## src/rtl/vend_input_arbiter.sv

```systemverilog
// Merges button-panel and UART coin/confirm requests into single-cycle events for the
// vending FSM: edge detect, per-source code queues, round-robin issue with a guard gap.

module vend_input_fifo #(
  parameter int DEPTH = 4
) (
  input  logic       clk,
  input  logic       reset,
  input  logic       push,
  input  logic [1:0] push_code,
  input  logic       pop,
  output logic [1:0] head,
  output logic [2:0] count,
  output logic       empty,
  output logic       overflow
);

  localparam int AW = (DEPTH > 1) ? $clog2(DEPTH) : 1;

  logic [1:0]    mem_r [DEPTH];
  logic [AW-1:0] wr_ptr_r;
  logic [AW-1:0] rd_ptr_r;
  logic [2:0]    count_r;
  logic          accept_s;
  logic          pop_s;

  function automatic logic [AW-1:0] ptr_inc(input logic [AW-1:0] p);
    if (p == AW'(DEPTH - 1)) begin
      ptr_inc = {AW{1'b0}};
    end else begin
      ptr_inc = p + AW'(1);
    end
  endfunction

  // A full queue still accepts a push when the head leaves in the same cycle.
  assign pop_s    = pop && (count_r != 3'd0);
  assign accept_s = push && ((count_r != 3'(DEPTH)) || pop_s);
  assign overflow = push && !accept_s;
  assign head     = mem_r[rd_ptr_r];
  assign count    = count_r;
  assign empty    = (count_r == 3'd0);

  // Queue storage, pointers and occupancy.
  always_ff @(posedge clk) begin
    if (reset) begin
      wr_ptr_r <= {AW{1'b0}};
      rd_ptr_r <= {AW{1'b0}};
      count_r  <= 3'd0;
    end else begin
      if (accept_s) begin
        mem_r[wr_ptr_r] <= push_code;
        wr_ptr_r        <= ptr_inc(wr_ptr_r);
      end
      if (pop_s) begin
        rd_ptr_r <= ptr_inc(rd_ptr_r);
      end
      case ({accept_s, pop_s})
        2'b10:   count_r <= count_r + 3'd1;
        2'b01:   count_r <= count_r - 3'd1;
        default: count_r <= count_r;
      endcase
    end
  end

endmodule

module vend_input_arbiter #(
  parameter int FIFO_DEPTH = 4,
  parameter int GAP_CYCLES = 3
) (
  input  logic       clk,
  input  logic       reset,
  input  logic       quarter_btn,
  input  logic       dime_btn,
  input  logic       confirm_btn,
  input  logic       quarter_uart,
  input  logic       dime_uart,
  input  logic       confirm_uart,
  input  logic [2:0] fsm_state,
  output logic       quarter_out,
  output logic       dime_out,
  output logic       confirm_out,
  output logic       grant_src,
  output logic       drop_pulse,
  output logic [2:0] btn_count,
  output logic [2:0] uart_count
);

  typedef enum logic [1:0] {
    ST_IDLE  = 2'd0,
    ST_ISSUE = 2'd1,
    ST_GAP   = 2'd2
  } arb_state_t;

  localparam int GW = (GAP_CYCLES > 1) ? $clog2(GAP_CYCLES + 1) : 1;
  localparam logic [1:0] CODE_Q = 2'd1;
  localparam logic [1:0] CODE_D = 2'd2;
  localparam logic [1:0] CODE_C = 2'd3;

  // Edge vectors are ordered {confirm, dime, quarter}.
  function automatic logic [1:0] pick_code(input logic [2:0] e);
    if (e[2]) begin
      pick_code = CODE_C;
    end else if (e[0]) begin
      pick_code = CODE_Q;
    end else if (e[1]) begin
      pick_code = CODE_D;
    end else begin
      pick_code = 2'd0;
    end
  endfunction

  function automatic logic multi_edge(input logic [2:0] e);
    multi_edge = (e[0] & e[1]) | (e[0] & e[2]) | (e[1] & e[2]);
  endfunction

  function automatic logic code_legal(input logic [1:0] code, input logic [2:0] st);
    code_legal = ((st == 3'd0) && (code == CODE_C)) ||
                 ((st == 3'd2) && ((code == CODE_Q) || (code == CODE_D)));
  endfunction

  logic [5:0]  raw_s;
  logic [5:0]  prev_r;
  logic [5:0]  edge_r;
  arb_state_t  state_r;
  arb_state_t  state_nxt_s;
  logic        sel_r;
  logic        legal_r;
  logic [GW-1:0] gap_cnt_r;
  logic [GW-1:0] gap_nxt_s;
  logic        ready_s;
  logic        cand_s;
  logic [1:0]  cand_code_s;
  logic        issue_s;
  logic        illegal_s;
  logic        pop_btn_s;
  logic        pop_uart_s;
  logic [1:0]  head_btn_s;
  logic [1:0]  head_uart_s;
  logic        empty_btn_s;
  logic        empty_uart_s;
  logic        ovf_btn_s;
  logic        ovf_uart_s;

  assign raw_s   = {confirm_uart, dime_uart, quarter_uart, confirm_btn, dime_btn, quarter_btn};
  assign ready_s = (fsm_state == 3'd0) || (fsm_state == 3'd2);

  // Rising-edge capture; reset preloads the live inputs so held levels never fire.
  always_ff @(posedge clk) begin
    if (reset) begin
      prev_r <= raw_s;
      edge_r <= 6'd0;
    end else begin
      prev_r <= raw_s;
      edge_r <= raw_s & ~prev_r;
    end
  end

  vend_input_fifo #(.DEPTH(FIFO_DEPTH)) u_btn_fifo (
    .clk       (clk),
    .reset     (reset),
    .push      (|edge_r[2:0]),
    .push_code (pick_code(edge_r[2:0])),
    .pop       (pop_btn_s),
    .head      (head_btn_s),
    .count     (btn_count),
    .empty     (empty_btn_s),
    .overflow  (ovf_btn_s)
  );

  vend_input_fifo #(.DEPTH(FIFO_DEPTH)) u_uart_fifo (
    .clk       (clk),
    .reset     (reset),
    .push      (|edge_r[5:3]),
    .push_code (pick_code(edge_r[5:3])),
    .pop       (pop_uart_s),
    .head      (head_uart_s),
    .count     (uart_count),
    .empty     (empty_uart_s),
    .overflow  (ovf_uart_s)
  );

  // Round-robin candidate: on a tie the source not granted last goes first.
  always_comb begin
    cand_s = 1'b0;
    if (!empty_btn_s && !empty_uart_s) begin
      cand_s = ~grant_src;
    end else if (!empty_btn_s) begin
      cand_s = 1'b0;
    end else begin
      cand_s = 1'b1;
    end
    cand_code_s = cand_s ? head_uart_s : head_btn_s;
  end

  // Arbiter next-state and pop control.
  always_comb begin
    state_nxt_s = state_r;
    gap_nxt_s   = gap_cnt_r;
    issue_s     = 1'b0;
    illegal_s   = 1'b0;
    pop_btn_s   = 1'b0;
    pop_uart_s  = 1'b0;
    case (state_r)
      ST_IDLE: begin
        if (ready_s && !(empty_btn_s && empty_uart_s)) begin
          state_nxt_s = ST_ISSUE;
          if (code_legal(cand_code_s, fsm_state)) begin
            issue_s = 1'b1;
          end else begin
            illegal_s = 1'b1;
          end
        end else begin
          state_nxt_s = ST_IDLE;
        end
      end
      ST_ISSUE: begin
        pop_btn_s  = ~sel_r;
        pop_uart_s = sel_r;
        if (legal_r && (GAP_CYCLES > 0)) begin
          state_nxt_s = ST_GAP;
          gap_nxt_s   = GW'(GAP_CYCLES);
        end else begin
          state_nxt_s = ST_IDLE;
        end
      end
      ST_GAP: begin
        if (gap_cnt_r <= GW'(1)) begin
          state_nxt_s = ST_IDLE;
          gap_nxt_s   = {GW{1'b0}};
        end else begin
          gap_nxt_s   = gap_cnt_r - GW'(1);
        end
      end
      default: begin
        state_nxt_s = ST_IDLE;
        gap_nxt_s   = {GW{1'b0}};
      end
    endcase
  end

  // Arbiter state register; the selection is frozen on entry to ISSUE.
  always_ff @(posedge clk) begin
    if (reset) begin
      state_r   <= ST_IDLE;
      sel_r     <= 1'b0;
      legal_r   <= 1'b0;
      gap_cnt_r <= {GW{1'b0}};
    end else begin
      state_r   <= state_nxt_s;
      sel_r     <= (state_r == ST_IDLE) ? cand_s : sel_r;
      legal_r   <= issue_s;
      gap_cnt_r <= gap_nxt_s;
    end
  end

  // Event pulses are registered so they are high exactly during the ISSUE cycle.
  always_ff @(posedge clk) begin
    if (reset) begin
      quarter_out <= 1'b0;
      dime_out    <= 1'b0;
      confirm_out <= 1'b0;
      grant_src   <= 1'b1;
      drop_pulse  <= 1'b0;
    end else begin
      quarter_out <= issue_s && (cand_code_s == CODE_Q);
      dime_out    <= issue_s && (cand_code_s == CODE_D);
      confirm_out <= issue_s && (cand_code_s == CODE_C);
      grant_src   <= issue_s ? cand_s : grant_src;
      drop_pulse  <= illegal_s | ovf_btn_s | ovf_uart_s |
                     multi_edge(edge_r[2:0]) | multi_edge(edge_r[5:3]);
    end
  end

endmodule

```

## config.mk

```make
export PLATFORM = sky130hd
export DESIGN_NAME = vend_input_arbiter
export DESIGN_NICKNAME = d
export VERILOG_FILES = /design/src/rtl/vend_input_arbiter.sv
export SDC_FILE = /design/constraint.sdc
export NUM_CORES = 1
export LEC_CHECK = 0
export BUFFER_PORTS_ARGS = -buffer_cell sky130_fd_sc_hd__buf_2
export CAP_MARGIN = 30
export CELL_PAD_IN_SITES_DETAIL_PLACEMENT = 0
export CELL_PAD_IN_SITES_GLOBAL_PLACEMENT = 2
export CORE_MARGIN = 1
export CORE_UTILIZATION = 42
export DETAILED_ROUTE_END_ITERATION = 12
export PLACE_DENSITY = 0.89
export SYNTH_ARGS = -nofsm -noshare
export SYNTH_HDL_FRONTEND = slang
export SYNTH_SLANG_ARGS = --single-unit
```

## constraint.sdc

```tcl
create_clock -name clk -period 3.7 [get_ports clk]
set_input_delay 0.74 -clock clk [delete_from_list [all_inputs] [get_ports clk]]
set_output_delay 0.74 -clock clk [all_outputs]
set_load 0.01 [all_outputs]
```

==> summary.md <==
| Metric | Value |
|---|---|
| Wire length per cell | `~13 um` |
| Maximum fanout along the worst path | `6` |
| Insertion delay of the later-clocked pin in the worst-skew pair | `roughly 0.33 ns` |
| Count of cells resized by post-cts repair | `0` |
| Die extent in y | `78.53 um` |
| Critical Path Source Type | `flip-flop` |
| Total routed wirelength | `around 4000 um` |
| Result of the run | `finished, final reports clean` |
| Fin. Hold Viols | `0` |
| Antenna violations before repair | `0` |
| Count of H-tree levels built during CTS | `3` |
| Detailed-router iteration count before antenna repair | `4` |
| Initial Util | `0.4413` |
| Number of top-level pins | `22` |
| GRT Residual Overflow | `0` |
| Largest net degree at the start of global routing | `31` |
| Total CTS buffers | `9` |
| Syn avg cell area | `approximately 11 um^2` |
| Final Net Count | `277` |
| Ys flop type | `sky130_fd_sc_hd__dfxtp_1` |
| Core box area | `5574 um^2` |
| Global-route wire length before repair | `~7000 um` |
| Number of cells produced by synthesis | `between 200 and 250` |
| Global Route Usage Sum | `0.1539` |
| Post-synth cell types | `35` |
| Post-CTS setup-driven buffer insertion count | `0` |
| Slew headroom | `0.6002` |
| CTS tree | `yes` |
| Number of enable flip-flop cells after synthesis | `16` |
| Placement Cell Area | `2651 um^2` |
| Final worst clock skew | `around 0.0063 ns` |
| Required time at the worst-slack endpoint | `3.97 ns` |
| CTS Root Buffer Type | `sky130_fd_sc_hd__clkbuf_8` |
| Post-synthesis instance area | `around 2500 um^2` |
| Area overhead of the layout relative to synthesis | `16.12%` |
| Post-Route Setup TNS | `0 ns` |
| ANT nets after route | `0` |
| Synthesized netlist net count | `roughly 250` |
| Worst Path Class, Setup | `flip-flop to flip-flop` |
| Die ar. | `6167 um^2` |
| Vias in the first global route | `approximately 1.5k` |
| Seq cells post-synth | `57` |
| Total number of placement rows | `27` |
| Number of antenna diodes | `0` |
| Slew at the pin closest to its max-slew limit | `~0.60 ns` |
| Via-to-Cell Ratio | `between 4 and 5` |
| Post-detailed-placement half-perimeter wirelength | `3029 um` |
| Type of the tightest min-delay check | `flip-flop to flip-flop` |
| Cts hold-fix bufs | `0` |
| Data arrival time of the critical path | `approximately 2.8 ns` |
| Fraction of synthesis flops using an asynchronous set or reset pin | `0` |
| Power per standard cell area | `around 500 nW/um^2` |
| Final cell area excluding filler cells | `approximately 2900 um^2` |
| Clock transition at the registers of the reported paths | `roughly 0.060 ns` |
| Sequential-to-total area share from yosys stat | `0.5290` |
| Horizontal die dimension | `between 70 and 80 um` |
| Total via count in the routed design | `1556` |
| Share of post-route cells with drive strength above 1 | `0.2032` |
| Setup repair after global routing missed its margin | `no` |
| Gp weighted congestion | `just under 0.8` |
| Number of cells traversed by the worst hold path | `1` |
| Most common library cell in the layout ignoring fill and taps | `sky130_fd_sc_hd__dfxtp_1` |
| Max Cap Violations | `0` |
| DRC violation count after routing | `0` |
| Post-layout min period | `roughly 2.5 ns` |
| Share of the clock period used by the worst path | `0.6747` |
| Maximum number of buffers from clock root to sink | `2` |
| Number of cells traversed by the worst register-to-register path | `8` |
| Setup Viol. Count Final | `0` |
| Type of destination of the critical path | `flip-flop` |
| Leakage power | `between 0.001 and 0.0015 uW` |
| Achievable Freq | `0.4006 GHz` |
| Number of max-slew violations in the final report | `0` |
| Total clock sinks | `57` |
| Initial drt markers | `57` |
| Number of warning messages in the yosys log | `0` |
| Number of buffers added on ports | `21` |
| Largest voltage drop on the vdd net | `between 0.0003 and 0.0004 V` |
| Commonest cells after routing, fill and taps aside | `sky130_fd_sc_hd__dfxtp_1 (41), sky130_fd_sc_hd__nor2_1 (21), sky130_fd_sc_hd__buf_2 (21)` |
==> worst max-delay path: stages, from the launching register on <==
cell	delay, ns
sky130_fd_sc_hd__dfxtp_1	0.35
sky130_fd_sc_hd__or3_1	0.39
sky130_fd_sc_hd__o21ai_0	0.20
sky130_fd_sc_hd__mux2_2	0.43
sky130_fd_sc_hd__ha_1	0.28
sky130_fd_sc_hd__nand2_1	0.07
sky130_fd_sc_hd__o21ai_0	0.17
sky130_fd_sc_hd__a2111oi_4	0.37
sky130_fd_sc_hd__and2_1	0.18
==> where the power goes <==
part / switching, uW / leakage [uW] / internal (uW)
logic: 84.4 / 0.000553 / 67.0
clock network: 239 / 0.000109 / 345
registers: 22.6 / 0.000483 / 669
==> Yosys cell counts (2+ instances only) <==
cell type                   number  share of area
sky130_fd_sc_hd__a311oi_1        2         0.0071
sky130_fd_sc_hd__edfxtp_1       16           0.20
sky130_fd_sc_hd__clkbuf_1        2         0.0031
sky130_fd_sc_hd__nand2_1         9          0.014
sky130_fd_sc_hd__nor3_1          2         0.0041
sky130_fd_sc_hd__nor3b_1         8          0.024
sky130_fd_sc_hd__xor2_1          4          0.014
sky130_fd_sc_hd__a2bb2oi_1       2         0.0071
sky130_fd_sc_hd__nor2_1         21          0.032
sky130_fd_sc_hd__a21o_1          3         0.0092
sky130_fd_sc_hd__mux4_2          4          0.037
sky130_fd_sc_hd__or2_2           3         0.0076
sky130_fd_sc_hd__nand3_1         4         0.0081
sky130_fd_sc_hd__dfxtp_1        41           0.33
sky130_fd_sc_hd__mux2i_1         7          0.028
sky130_fd_sc_hd__fa_1            2          0.016
sky130_fd_sc_hd__a221oi_1        2         0.0071
sky130_fd_sc_hd__a21oi_1        14          0.028
sky130_fd_sc_hd__or3_1           4          0.010
sky130_fd_sc_hd__o21ai_0         7          0.014
sky130_fd_sc_hd__and2_1         11          0.028
sky130_fd_sc_hd__inv_1          18          0.027
sky130_fd_sc_hd__ha_1           18          0.092
==> path summary, 6_finish.rpt <==
path                                           from     endpoint  slack [ns]
worst max-delay path            u_btn_fifo.count[2]  quarter_out        1.20
worst min-delay path                      prev_r[1]    edge_r[1]        0.39
worst max register to register  u_btn_fifo.count[2]  quarter_out        1.20
worst min register to register            prev_r[1]    edge_r[1]        0.39
==> layer usage <==
metal	GRT usage	share of wire	vias up
met2	0.2261	0.45	31
met5	0	0	-
met1	0.1875	0.49	710
met3	0.07558	0.042	4
met4	0.07222	0.015	0
li1	-	-	811
==> state kept, by name, indices dropped and copies added, names as in the netlist, 2 cells and up, named ones only <==
name,count
u_btn_fifo.count,3
edge_r,6
gap_cnt_r,2
u_btn_fifo.rd_ptr_r,2
u_uart_fifo.wr_ptr_r,2
u_btn_fifo.mem_r,8
prev_r,6
u_uart_fifo.rd_ptr_r,2
u_btn_fifo.wr_ptr_r,2
state_r,2
u_uart_fifo.count,3
u_uart_fifo.mem_r,8
==> area by class of cell <==
type | count | area (um^2)
clock inverter | 5 | 53.80
fill | 515 | 2718
tap | 72 | 90.09
sequential | 57 | 1301
multi-input combinational | 138 | 1080
inverter | 18 | 67.56
clock buffer | 11 | 151.4
timing repair buffer | 22 | 112.6
==> cells by family (layout without fill, tap and decap cells) <==
kind of cell / count (synthesis) / in the layout / synth area share
AO/OA/AOI/OAI: 34 / 34 / 0.09512
XOR/XNOR: 4 / 4 / 0.01424
adder cells (fa/ha/maj): 20 / 20 / 0.1078
buffers and inverters: 21 / 56 / 0.03204
flip-flops: 57 / 57 / 0.5290
multiplexers: 12 / 12 / 0.06969
AND/OR/NAND/NOR: 68 / 68 / 0.1521
==> per-stage QoR <==
step	utilization	hold slack [ns]	total power [uW]	setup WS, ns	cells
final	0.5125	0.3897	1426	1.204	323
after global routing	0.5125	0.4024	1500	0.9793	323
after CTS	0.5125	0.3915	1441	1.179	323
after detailed placement	0.4756	0.3830	858.4	1.209	307
after global placement	0.4756	0.3775	857.1	1.235	307
after floorplan	-	0.3721	811.0	1.413	216
Power figures use the tool's default switching activity.
